File: src/rtl/gpio_spi_pkg.sv
// Shared types and constants for the GPIO-expander SPI master: frame geometry,
// sclk divider limits and the sequencer state encoding.
package gpio_spi_pkg;

  localparam int FRAME_BITS       = 16;
  localparam int WRITE_BIT        = 15;
  localparam int CLK_DIV_MIN      = 1;
  localparam int CLK_DIV_MAX      = 255;
  localparam int CLK_DIV_SYNC_MIN = 3;
  localparam int DIV_CNT_W        = 8;
  localparam int BIT_CNT_W        = $clog2(FRAME_BITS + 1);

  typedef enum logic [2:0] {
    IDLE,
    SETUP,
    SHIFT,
    HOLD,
    GAP
  } state_e;

endpackage

File: src/rtl/gpio_spi_if.sv
// Host request/response port plus the expander's SPI pins.
// master = the sequencer, slave = host and expander side.
interface gpio_spi_if #(
  parameter int ADDR_WIDTH  = 7,
  parameter int PDATA_WIDTH = 8
);

  logic                   req_valid;
  logic                   req_ready;
  logic                   req_write;
  logic [ADDR_WIDTH-1:0]  req_addr;
  logic [PDATA_WIDTH-1:0] req_wdata;
  logic                   resp_valid;
  logic [PDATA_WIDTH-1:0] resp_rdata;
  logic                   sclk;
  logic                   ss;
  logic                   mosi;
  logic                   miso;

  modport master (
    input  req_valid, req_write, req_addr, req_wdata, miso,
    output req_ready, resp_valid, resp_rdata, sclk, ss, mosi
  );

  modport slave (
    output req_valid, req_write, req_addr, req_wdata, miso,
    input  req_ready, resp_valid, resp_rdata, sclk, ss, mosi
  );

endinterface

File: src/rtl/gpio_spi_clkgen.sv
// Half-period counter: paces every sequencer state in CLK_DIV-cycle slices,
// owns sclk and strobes rise_en/fall_en on the clk edge that toggles it.
module gpio_spi_clkgen
  import gpio_spi_pkg::*;
#(
  parameter int CLK_DIV = 2
) (
  input  logic clk,
  input  logic reset,
  input  logic en_i,
  input  logic toggle_i,
  output logic half_done_o,
  output logic rise_en_o,
  output logic fall_en_o,
  output logic sclk_o
);

  localparam logic [DIV_CNT_W-1:0] CNT_LAST = DIV_CNT_W'(CLK_DIV - 1);

  logic [DIV_CNT_W-1:0] cnt_q, cnt_d;
  logic                 sclk_q, sclk_d;

  assign half_done_o = en_i && (cnt_q == CNT_LAST);
  assign rise_en_o   = half_done_o && toggle_i && !sclk_q;
  assign fall_en_o   = half_done_o && toggle_i && sclk_q;
  assign sclk_o      = sclk_q;

  always_comb begin
    cnt_d  = cnt_q;
    sclk_d = sclk_q;
    if (!en_i) begin
      cnt_d  = '0;
      sclk_d = 1'b0;
    end else if (half_done_o) begin
      cnt_d = '0;
    end else begin
      cnt_d = cnt_q + DIV_CNT_W'(1);
    end
    if (rise_en_o) begin
      sclk_d = 1'b1;
    end else if (fall_en_o) begin
      sclk_d = 1'b0;
    end
  end

  always_ff @(posedge clk) begin
    if (reset) begin
      cnt_q  <= '0;
      sclk_q <= 1'b0;
    end else begin
      cnt_q  <= cnt_d;
      sclk_q <= sclk_d;
    end
  end

endmodule

File: src/rtl/gpio_spi_master.sv
// SPI mode-0 sequencer for the expander's 16-bit register frame.
// Define GPIO_SPI_MISO_SYNC_EN to synchronise miso and sample it on sclk falls.
module gpio_spi_master
  import gpio_spi_pkg::*;
#(
  parameter int CLK_DIV     = 2,
  parameter int ADDR_WIDTH  = 7,
  parameter int PDATA_WIDTH = 8
) (
  input  logic      clk,
  input  logic      reset,
  gpio_spi_if.master bus
);

  if (CLK_DIV < CLK_DIV_MIN || CLK_DIV > CLK_DIV_MAX) begin : g_div_range_chk
    $error("gpio_spi_master: CLK_DIV out of range");
  end
  if (1 + ADDR_WIDTH + PDATA_WIDTH != FRAME_BITS) begin : g_frame_chk
    $error("gpio_spi_master: write flag + address + data must fill the frame");
  end

  state_e                 state_q, state_d;
  logic [FRAME_BITS-1:0]  tx_q, tx_d;
  logic [PDATA_WIDTH-1:0] rx_q, rx_d;
  logic [PDATA_WIDTH-1:0] rdata_q, rdata_d;
  logic [BIT_CNT_W-1:0]   fall_cnt_q, fall_cnt_d;
  logic                   resp_valid_q, resp_valid_d;
  logic                   half_done, rise_en, fall_en, sclk, toggle;
  logic                   all_falls_done, last_fall, in_frame;
  logic                   rx_bit, capture_en;

`ifdef GPIO_SPI_MISO_SYNC_EN
  if (CLK_DIV < CLK_DIV_SYNC_MIN) begin : g_sync_div_chk
    $error("gpio_spi_master: synchronised miso needs CLK_DIV >= 3");
  end

  logic miso_meta_q, miso_sync_q;

  always_ff @(posedge clk) begin
    if (reset) begin
      miso_meta_q <= 1'b0;
      miso_sync_q <= 1'b0;
    end else begin
      miso_meta_q <= bus.miso;
      miso_sync_q <= miso_meta_q;
    end
  end

  // Synchronised data is only settled a full half-period after the rise.
  assign rx_bit     = miso_sync_q;
  assign capture_en = fall_en;
`else
  assign rx_bit     = bus.miso;
  assign capture_en = rise_en;
`endif

  assign all_falls_done = (fall_cnt_q == BIT_CNT_W'(FRAME_BITS));
  assign last_fall      = (fall_cnt_q == BIT_CNT_W'(FRAME_BITS - 1));
  assign in_frame       = (state_q == SETUP) || (state_q == SHIFT) || (state_q == HOLD);
  // The final low half-period stays in SHIFT without toggling, then HOLD follows.
  assign toggle         = (state_q == SETUP) || ((state_q == SHIFT) && !all_falls_done);

  gpio_spi_clkgen #(
    .CLK_DIV (CLK_DIV)
  ) u_clkgen (
    .clk         (clk),
    .reset       (reset),
    .en_i        (state_q != IDLE),
    .toggle_i    (toggle),
    .half_done_o (half_done),
    .rise_en_o   (rise_en),
    .fall_en_o   (fall_en),
    .sclk_o      (sclk)
  );

  // NOTE: every variable gets its default first, so no path can infer a latch.
  always_comb begin
    state_d      = state_q;
    tx_d         = tx_q;
    rx_d         = rx_q;
    rdata_d      = rdata_q;
    fall_cnt_d   = fall_cnt_q;
    resp_valid_d = 1'b0;

    case (state_q)
      IDLE: begin
        if (bus.req_valid) begin
          state_d    = SETUP;
          tx_d       = {bus.req_write, bus.req_addr, bus.req_write ? bus.req_wdata : '0};
          fall_cnt_d = '0;
        end
      end
      SETUP: if (half_done) state_d = SHIFT;
      SHIFT: if (half_done && all_falls_done) state_d = HOLD;
      HOLD: begin
        if (half_done) begin
          state_d      = GAP;
          resp_valid_d = 1'b1;
          rdata_d      = rx_q;
        end
      end
      GAP:     if (half_done) state_d = IDLE;
      default: state_d = IDLE;
    endcase

    if (fall_en) begin
      fall_cnt_d = fall_cnt_q + BIT_CNT_W'(1);
      if (!last_fall) tx_d = {tx_q[FRAME_BITS-2:0], 1'b0};
    end
    if (capture_en) rx_d = {rx_q[PDATA_WIDTH-2:0], rx_bit};
  end

  // NOTE: state registers use non-blocking assignments so all flops update together.
  always_ff @(posedge clk) begin
    if (reset) begin
      state_q      <= IDLE;
      tx_q         <= '0;
      rx_q         <= '0;
      rdata_q      <= '0;
      fall_cnt_q   <= '0;
      resp_valid_q <= 1'b0;
    end else begin
      state_q      <= state_d;
      tx_q         <= tx_d;
      rx_q         <= rx_d;
      rdata_q      <= rdata_d;
      fall_cnt_q   <= fall_cnt_d;
      resp_valid_q <= resp_valid_d;
    end
  end

  assign bus.req_ready  = (state_q == IDLE) && !reset;
  assign bus.ss         = !in_frame;
  assign bus.mosi       = in_frame ? tx_q[WRITE_BIT] : 1'b0;
  assign bus.sclk       = sclk;
  assign bus.resp_valid = resp_valid_q;
  assign bus.resp_rdata = rdata_q;

endmodule

File: src/flat_wrapper.sv
// flat-port wrapper written by rule: the top's interface ports become plain ports
module gpio_spi_master_flat import gpio_spi_pkg::*;
#(
  parameter int CLK_DIV     = 2,
  parameter int ADDR_WIDTH  = 7,
  parameter int PDATA_WIDTH = 8
)
  (clk, reset, bus_req_valid, bus_req_write, bus_req_addr, bus_req_wdata, bus_miso, bus_req_ready, bus_resp_valid, bus_resp_rdata, bus_sclk, bus_ss, bus_mosi);
  gpio_spi_if #(.ADDR_WIDTH(ADDR_WIDTH), .PDATA_WIDTH(PDATA_WIDTH)) bus_i ();
  input  logic clk;
  input  logic reset;
  input wire logic [$bits(bus_i.req_valid)-1:0] bus_req_valid;
  input wire logic [$bits(bus_i.req_write)-1:0] bus_req_write;
  input wire logic [$bits(bus_i.req_addr)-1:0] bus_req_addr;
  input wire logic [$bits(bus_i.req_wdata)-1:0] bus_req_wdata;
  input wire logic [$bits(bus_i.miso)-1:0] bus_miso;
  output wire logic [$bits(bus_i.req_ready)-1:0] bus_req_ready;
  output wire logic [$bits(bus_i.resp_valid)-1:0] bus_resp_valid;
  output wire logic [$bits(bus_i.resp_rdata)-1:0] bus_resp_rdata;
  output wire logic [$bits(bus_i.sclk)-1:0] bus_sclk;
  output wire logic [$bits(bus_i.ss)-1:0] bus_ss;
  output wire logic [$bits(bus_i.mosi)-1:0] bus_mosi;
  assign bus_i.req_valid = bus_req_valid;
  assign bus_i.req_write = bus_req_write;
  assign bus_i.req_addr = bus_req_addr;
  assign bus_i.req_wdata = bus_req_wdata;
  assign bus_i.miso = bus_miso;
  assign bus_req_ready = bus_i.req_ready;
  assign bus_resp_valid = bus_i.resp_valid;
  assign bus_resp_rdata = bus_i.resp_rdata;
  assign bus_sclk = bus_i.sclk;
  assign bus_ss = bus_i.ss;
  assign bus_mosi = bus_i.mosi;
  gpio_spi_master #(.CLK_DIV(CLK_DIV), .ADDR_WIDTH(ADDR_WIDTH), .PDATA_WIDTH(PDATA_WIDTH)) u_core (.clk(clk), .reset(reset), .bus(bus_i));
endmodule
File: config.mk
export PLATFORM = sky130hd
export DESIGN_NAME = gpio_spi_master_flat
export DESIGN_NICKNAME = d
export VERILOG_FILES = /design/src/rtl/gpio_spi_pkg.sv /design/src/rtl/gpio_spi_if.sv /design/src/rtl/gpio_spi_clkgen.sv /design/src/rtl/gpio_spi_master.sv /design/src/flat_wrapper.sv
export SDC_FILE = /design/constraint.sdc
export NUM_CORES = 1
export LEC_CHECK = 0
export BUFFER_PORTS_ARGS = -buffer_cell sky130_fd_sc_hd__buf_2
export CAP_MARGIN = 40
export CORE_AREA = 2 2 67 69
export DETAILED_ROUTE_END_ITERATION = 8
export DIE_AREA = 0 0 69 71
export GPL_TIMING_DRIVEN = 0
export MAX_ROUTING_LAYER = met4
export PLACE_DENSITY = 0.82
export RECOVER_POWER = 50
export SETUP_SLACK_MARGIN = 0.5
export SLEW_MARGIN = 30
export SYNTH_ARGS = -nofsm -noshare
export SYNTH_HDL_FRONTEND = slang
export SYNTH_SLANG_ARGS = --single-unit
File: constraint.sdc
create_clock -name clk -period 5.3 [get_ports clk]
set_input_delay 1.06 -clock clk [delete_from_list [all_inputs] [get_ports clk]]
set_output_delay 1.06 -clock clk [all_outputs]
set_load 0.02 [all_outputs]
==> key figures, run 1 <==
Die
  – Number of top-level design ports: 33
  – Vertical die dimension: 71 um
  – Die width: 69 um
  – Site Rows: 24
  – Initial Utilization: 59.1%
  – Core Box Area: 4200 um2
  – Die area: 4900 um2

Setup path
  – Critical path peak fanout: 10
  – Data arrival, critical path: 2.06 ns
  – Type of the setup path with the least slack: in2out
  – Required time of the worst setup path: 4.24 ns
  – Worst setup EP type: primary output
  – FF-to-FF path depth: 6
  – Worst setup SP type: input pin

Place
  – Routability congestion estimate from global placement: 0.828
  – Estimated wirelength of the detail-placed design: 3550 um
  – Post-placement worst setup slack: 2.32 ns
  – Number of I/O port buffers: 31

Global routing
  – Wire length of the first global-routing pass: 8260 um
  – Number of global-route vias before repair: 1828
  – Grt ovf: 0
  – Antenna violations before repair: 0
  – Overall track demand over capacity in global routing: 21.4%
  – Largest net degree at the start of global routing: 16

Synth
  – Post-Syn Instances: 253
  – Yosys top cell by area: dfxtp_1
  – Number of unique standard cell types used by synthesis: 46
  – Synth warnings: 0
  – Cell area after technology mapping: 2480 um2
  – Dominant cells by area after synthesis: dfxtp_1 (40%), mux2i_1 (9.7%), clkbuf_8 (5.0%), a211oi_1 (4.5%), nor4_1 (4.3%)
  – Sequential-to-total area share from yosys stat: 40.3%
  – Number of nets in the synthesized netlist: 278
  – EDFF count, synth: 0
  – Yosys top cell area share: 40.3%
  – Most used DFF post-synth: dfxtp_1
  – Average size of a mapped cell: 9.82 um2
  – FF+latch count, synth: 50
  – Share of synthesized flip-flops with an asynchronous set or reset: 0%

Timing
  – Slew of the pin with the lowest slew margin: 0.680 ns
  – Count of endpoints failing hold in the final timing report: 0
  – Minimum setup slack in the final design: 2.18 ns
  – Clock Skew: 0.00728 ns
  – Period utilization: 59.0%
  – Final total negative setup slack: 0 ns
  – RSZ-0062 raised after global routing: false
  – Final Max Slew Viols: 0
  – Maximum operating frequency: 320 MHz
  – Tightest slew margin relative to the limit: 54.5%
  – Setup-violating endpoint count in the final report: 0
  – Time the final worst path needs with I/O delays and setup: 3.12 ns

Routing
  – Wire length reported by the detailed router: 4910 um
  – Number of routed nets with antenna violations: 0
  – Routed vias: 1980
  – Vias per cell: 5.76
  – Count of unresolved DRC violations after routing: 0
  – Number of design-rule violations left by the first detailed-router iteration: 128
  – DR pass1 iterations: 4
  – Routed length per placed instance: 14.3 um

Worst hold path
  – Tightest Hold Check Type: reg2reg
  – Hold depth: 1

CTS
  – CTS tree: yes
  – Number of buffers on the longest clock path: 2
  – Insertion delay to the later sink of the worst-skew pair: 0.30 ns
  – Clock slew at the register clock pins of the worst setup and hold paths: 0.08 ns
  – Max H-tree Level: 2
  – Post-CTS sizing: 0
  – Buffers inserted during post-CTS setup optimization: 0
  – Clk root buf: clkbuf_8
  – Cts bufs inserted: 5
  – Sink Count: 50
  – Hold-fix buffers, CTS: 0

Power and ir drop
  – PwrDens: 268 nW/um2
  – Worst IR drop on VDD: 0.000196 V
  – Net switching component of the power: 0.000182 W
  – Part of the power in the clock network: 34.8%
  – Sw Ratio: 24.4%
  – Leakage power figure: 0.988 nW
  – Part of the total power dissipated in combinational logic: 12.9%
  – Pint: 0.000564 W
  – Register share of total power: 52.3%

Layout
  – Leading cell types in the layout, fill and taps excluded: dfxtp_1 (50), nor2_1 (24), mux2i_1 (24), buf_2 (22), nor4_1 (17)
  – Most common cell after layout, fill and taps aside: dfxtp_1
  – N_diodes: 0
  – Final-stage net count: 316
  – Fraction of layout cells with a size suffix above 1: 18.2%
  – Layout area overhead: 12.1%

Job
  – Max capacitance violation total: 0

Status
  – Outcome: finished, final reports clean
[sequential cells by signal, indices dropped and copies added, names as in the netlist]
| name | cells |
|---|---|
| u_core.tx_q | 16 |
| u_core.bus.resp_rdata | 8 |
| u_core.rx_q | 8 |
| u_core.u_clkgen.cnt_q | 8 |
| u_core.fall_cnt_q | 5 |
| u_core.state_q | 3 |
| u_core.bus.resp_valid | 1 |
| u_core.u_clkgen.sclk_o | 1 |
[path summary, 6_finish.rpt]
path                                          startpoint                  endpoint  slack (ns)
worst min register to register  u_core.u_clkgen.cnt_q[0]  u_core.u_clkgen.cnt_q[0]        0.47
worst min-delay path            u_core.u_clkgen.cnt_q[0]  u_core.u_clkgen.cnt_q[0]        0.47
worst max register to register  u_core.u_clkgen.cnt_q[0]      u_core.fall_cnt_q[3]        3.13
worst max-delay path                               reset             bus_req_ready        2.18
[Yosys cell counts (2+ instances only)]
cell	number
dfxtp_1	50
mux2i_1	24
nor2_1	23
nor4_1	17
a211oi_1	15
a21oi_1	12
nand2b_1	10
clkbuf_8	9
and3_1	8
inv_1	7
nand2_1	6
nand3_1	6
clkbuf_1	5
ha_1	5
nor3_1	5
o311ai_0	4
xnor2_1	4
nand4_1	3
nor2b_1	3
xor2_1	3
a311oi_1	2
a31oi_1	2
and3_2	2
buf_4	2
nor3_4	2
o2111ai_1	2
o31ai_1	2
or2b_2	2
[through the flow]
stage               utilization (%)  hold slack (ns)  instances  area [um2]  power, W
CTS                            66.9            0.474        344        2810  0.000753
finish                         66.2            0.468        344        2780  0.000746
global route                   66.2            0.514        344        2780  0.000776
floorplan                         -            0.433        253        2480  0.000470
global placement               64.3            0.448        336        2700  0.000494
detailed placement             64.3            0.454        336        2700  0.000496
[logic make-up (layout without fill, tap and decap cells)]
group	after synthesis	count (layout)	synth area share, %
AO/OA/AOI/OAI	44	44	12.7
buffers and inverters	26	65	8.66
flip-flops	50	50	40.3
XOR/XNOR	7	7	2.47
multiplexers	24	24	9.67
AND/OR/NAND/NOR	97	97	23.6
adder cells (fa/ha/maj)	5	5	2.52
[worst max-delay path, stage by stage]
cell and delay, ns:
clkbuf_1 0.26, clkbuf_1 0.45, nor4_1 0.11, buf_2 0.18
[layout make-up]
| type | instances | area (um2) |
|---|---|---|
| Tap cell | 52 | 65.1 |
| Clock buffer | 5 | 68.8 |
| Buffer | 19 | 179 |
| Multi-Input combinational cell | 177 | 1260 |
| Clock inverter | 3 | 40.0 |
| Timing Repair Buffer | 31 | 143 |
| Sequential cell | 50 | 1000 |
| Fill cell | 363 | 1420 |
| Inverter | 7 | 26.3 |
[per-layer routing]
layer / up-vias / GRT usage [%] / wire length [um]
li1: 1002 / - / -
met1: 938 / 25.2 / 2250
met2: 34 / 37.2 / 2420
met3: 6 / 4.70 / 183
met4: 0 / 5.23 / 58
met5: - / - / 0
[power groups by stage]
| stage | Combinational (W) | Clock (W) | Sequential (W) |
|---|---|---|---|
| floorplan | 0.0000722 | 0 | 0.000398 |
| global placement | 0.0000957 | 0 | 0.000398 |
| detailed placement | 0.0000974 | 0 | 0.000399 |
| CTS | 0.0000982 | 0.000265 | 0.000390 |
| global route | 0.000105 | 0.000279 | 0.000391 |
| finish | 0.0000964 | 0.000260 | 0.000390 |
No activity file was read; power rests on OpenSTA's default activity.
==> inputs of run 2 (changes only) <==
--- a/config.mk
+++ b/config.mk
@@ -7,12 +7,12 @@
 export LEC_CHECK = 0
 export BUFFER_PORTS_ARGS = -buffer_cell sky130_fd_sc_hd__buf_2
 export CAP_MARGIN = 40
-export CORE_AREA = 2 2 67 69
+export CORE_AREA = 2 2 73 75
 export DETAILED_ROUTE_END_ITERATION = 8
-export DIE_AREA = 0 0 69 71
+export DIE_AREA = 0 0 75 77
 export GPL_TIMING_DRIVEN = 0
 export MAX_ROUTING_LAYER = met4
-export PLACE_DENSITY = 0.82
+export PLACE_DENSITY = 0.73
 export RECOVER_POWER = 50
 export SETUP_SLACK_MARGIN = 0.5
 export SLEW_MARGIN = 30
==> constraint.sdc (replaced) <==
create_clock -name clk -period 2.8 [get_ports clk]
set_input_delay 0.56 -clock clk [delete_from_list [all_inputs] [get_ports clk]]
set_output_delay 0.56 -clock clk [all_outputs]
set_load 0.02 [all_outputs]
==> run 2 against run 1 <==
  * Clock skew about the same
  * Cell area increased by 0.72%
  * Flip-flop and latch count unchanged
  * Via count decreased by 0.20%
  * Core utilization decreased by 9.9 points
  * Clock power increased by 100%
==> key figures, run 2 (synthesis results as in run 1) <==
Status
  – Outcome: finished, final reports clean

Place
  – Number of I/O port buffers: 31 (unchanged)
  – Number of instances in the placed design: 354 (+5.4%)
  – Estimated wirelength of the detail-placed design: 3490 um (-1.8%)
  – Routability congestion estimate from global placement: 0.820 (-1.0%)
  – Post-placement worst setup slack: 0.637 ns (-1.68 ns)

Layout
  – Final-stage net count: 316 (unchanged)
  – Fraction of layout cells with a size suffix above 1: 17.5% (-0.68 points)
  – Layout area overhead: 12.9%
  – Register name with the most flops: u_core.tx_q
  – Leading cell types in the layout, fill and taps excluded: dfxtp_1 (50), nor2_1 (24), mux2i_1 (24), buf_2 (22)
  – Fill cell instance count of the final layout: 461 (+27%)
  – Util after Layout: 56.3% (-9.9 points)
  – Largest register FFs: 16 (unchanged)
  – Most common cell after layout, fill and taps aside: dfxtp_1
  – Non-filler cells in the finished layout: 362 (+5.2%)
  – N_diodes: 0 (unchanged)

Setup path
  – Required time of the worst setup path: 2.99 ns (-1.25 ns)
  – Data arrival, critical path: 2.55 ns (+0.49 ns)
  – FF-to-FF path depth: 6 (unchanged)
  – Type of the setup path with the least slack: reg2reg
  – Cell type of the slowest stage on the worst timing path: or4b_1
  – Maximum single-stage delay on the critical path: 0.54 ns (+0.09 ns)
  – Critical Path, Cell by Cell: ha_1, or4b_1, nor4_1, clkbuf_1, mux2i_1, nor2_1
  – Critical R2R Capture: u_core.bus.resp_rdata[7]
  – Reg-to-Reg Start: u_core.u_clkgen.cnt_q[0]
  – Worst setup SP type: register
  – Critical Path Sink: u_core.bus.resp_rdata[7]
  – Critical path peak fanout: 9 (-1)
  – Worst R2R Setup Slack: 0.45 ns (-2.68 ns)
  – Worst setup EP type: register
  – Start point of the critical path: u_core.u_clkgen.cnt_q[0]

CTS
  – Clock slew at the register clock pins of the worst setup and hold paths: 0.10 ns (+0.02 ns)
  – Cts bufs inserted: 5 (unchanged)
  – CTS tree: yes
  – Insertion delay to the later sink of the worst-skew pair: 0.31 ns (about the same)
  – Number of buffers on the longest clock path: 2 (unchanged)
  – Max H-tree Level: 2 (unchanged)
  – Clk root buf: clkbuf_8
  – Sink Count: 50 (unchanged)

Die
  – Initial Utilization: 49.9% (-9.2 points)
  – Site Rows: 26 (+8.3%)
  – Die area: 5780 um2 (+18%)
  – Core Box Area: 4980 um2 (+18%)
  – Die width: 75 um (+8.7%)
  – Number of top-level design ports: 33 (unchanged)
  – Vertical die dimension: 77 um (+8.5%)

Power and ir drop
  – Worst IR drop on VDD: 0.000366 V (+87%)
  – Leakage power figure: 0.982 nW (-0.61%)
  – PwrDens: 514 nW/um2 (+92%)

Routing
  – Count of unresolved DRC violations after routing: 0 (unchanged)
  – Routed vias: 1976 (-0.20%)
  – Routed length per placed instance: 13.7 um (-4.1%)
  – Number of routed nets with antenna violations: 0 (unchanged)
  – DR pass1 iterations: 4 (unchanged)
  – Number of design-rule violations left by the first detailed-router iteration: 91 (-29%)
  – Vias per cell: 5.46 (-5.2%)
  – Wire length reported by the detailed router: 4960 um (+0.96%)

Timing
  – Time the final worst path needs with I/O delays and setup: 2.35 ns
  – Maximum operating frequency: 425 MHz
  – Final Max Slew Viols: 0 (unchanged)
  – Slew of the pin with the lowest slew margin: 1.25 ns (+0.566 ns)
  – Tightest slew margin relative to the limit: 15.7% (-39 points)
  – RSZ-0062 raised after global routing: false
  – Final total negative setup slack: 0 ns (unchanged)
  – Clock Skew: 0.00733 ns (+0.0000461 ns)
  – Minimum setup slack in the final design: 0.445 ns (-1.73 ns)
  – Period utilization: 84.1%
  – Setup-violating endpoint count in the final report: 0 (unchanged)
  – Count of endpoints failing hold in the final timing report: 0 (unchanged)
  – Worst hold margin: 0.471 ns (+0.00257 ns)

Global routing
  – Largest net degree at the start of global routing: 18 (+2)
  – Overall track demand over capacity in global routing: 18.8% (-2.5 points)
  – Grt ovf: 0 (unchanged)
  – Number of global-route vias before repair: 1869 (+2.2%)
  – Wire length of the first global-routing pass: 8330 um (+0.84%)
  – Antenna violations before repair: 0 (unchanged)

Worst hold path
  – Tightest Hold Check Type: reg2reg

Job
  – Max capacitance violation total: 0 (unchanged)
run 2: worst max-delay path: cells and delay by family (launching register included):
| kind | cells | cell delay (ns) |
|---|---|---|
| adder cells (fa/ha/maj) | 1 | 0.18 |
| buffers and inverters | 1 | 0.53 |
| flip-flops | 1 | 0.39 |
| multiplexers | 1 | 0.25 |
| AND/OR/NAND/NOR | 3 | 0.88 |
run 2: per-layer routing:
metal | routed length, um | vias to the layer above | part of all wire, % | track usage, %
li1 | - | 1004 | - | -
met1 | 2390 | 926 | 48 | 24.8
met2 | 2310 | 39 | 47 | 28.2
met3 | 197 | 7 | 4.0 | 4.34
met4 | 61 | 0 | 1.2 | 6.43
met5 | 0 | - | 0 | -
run 2: through the flow:
| stage | instance area [um2] | total power [W] |
|---|---|---|
| finish | 2800 | 0.00144 |
| global route | 2800 | 0.00150 |
| CTS | 2840 | 0.00146 |
| detailed placement | 2730 | 0.000939 |
| global placement | 2730 | 0.000937 |
| floorplan | 2480 | 0.000890 |
run 2: worst min path at each step:
stage                        startpoint                       end  cells after the start  slack [ns]
3_5_place_dp   u_core.u_clkgen.cnt_q[0]  u_core.u_clkgen.cnt_q[0]                      1        0.46
5_1_grt        u_core.u_clkgen.cnt_q[0]  u_core.u_clkgen.cnt_q[0]                      1        0.50
6_report       u_core.u_clkgen.cnt_q[0]  u_core.u_clkgen.cnt_q[0]                      1        0.47
3_3_place_gp   u_core.u_clkgen.cnt_q[0]  u_core.u_clkgen.cnt_q[0]                      1        0.45
2_1_floorplan  u_core.u_clkgen.cnt_q[0]  u_core.u_clkgen.cnt_q[0]                      1        0.43
4_1_cts        u_core.u_clkgen.cnt_q[0]  u_core.u_clkgen.cnt_q[0]                      1        0.48
run 2: layout make-up:
cell class | instances | area (um2) | share of cell area [%]
inverters | 7 | 26.3 | 0.937
well taps | 70 | 87.6 | 3.12
flip-flops and latches | 50 | 1000 | 35.7
plain buffers | 19 | 175 | 6.25
repair buffers | 31 | 143 | 5.09
multi-input cells | 177 | 1250 | 44.8
clock inverters | 3 | 47.5 | 1.70
clock buffers | 5 | 68.8 | 2.45
run 2: power breakdown:
group	internal (W)	switching, W
logic	0.0000753	0.000106
registers	0.000728	0.00000959
clock network	0.000271	0.000252
run 2: timing repair:
item / in CTS / in global routing
gates resized for setup: 0 / 1
endpoints found under the setup margin: 0 / 18
setup buffers: 0 / 0
hold buffers: 0 / 0
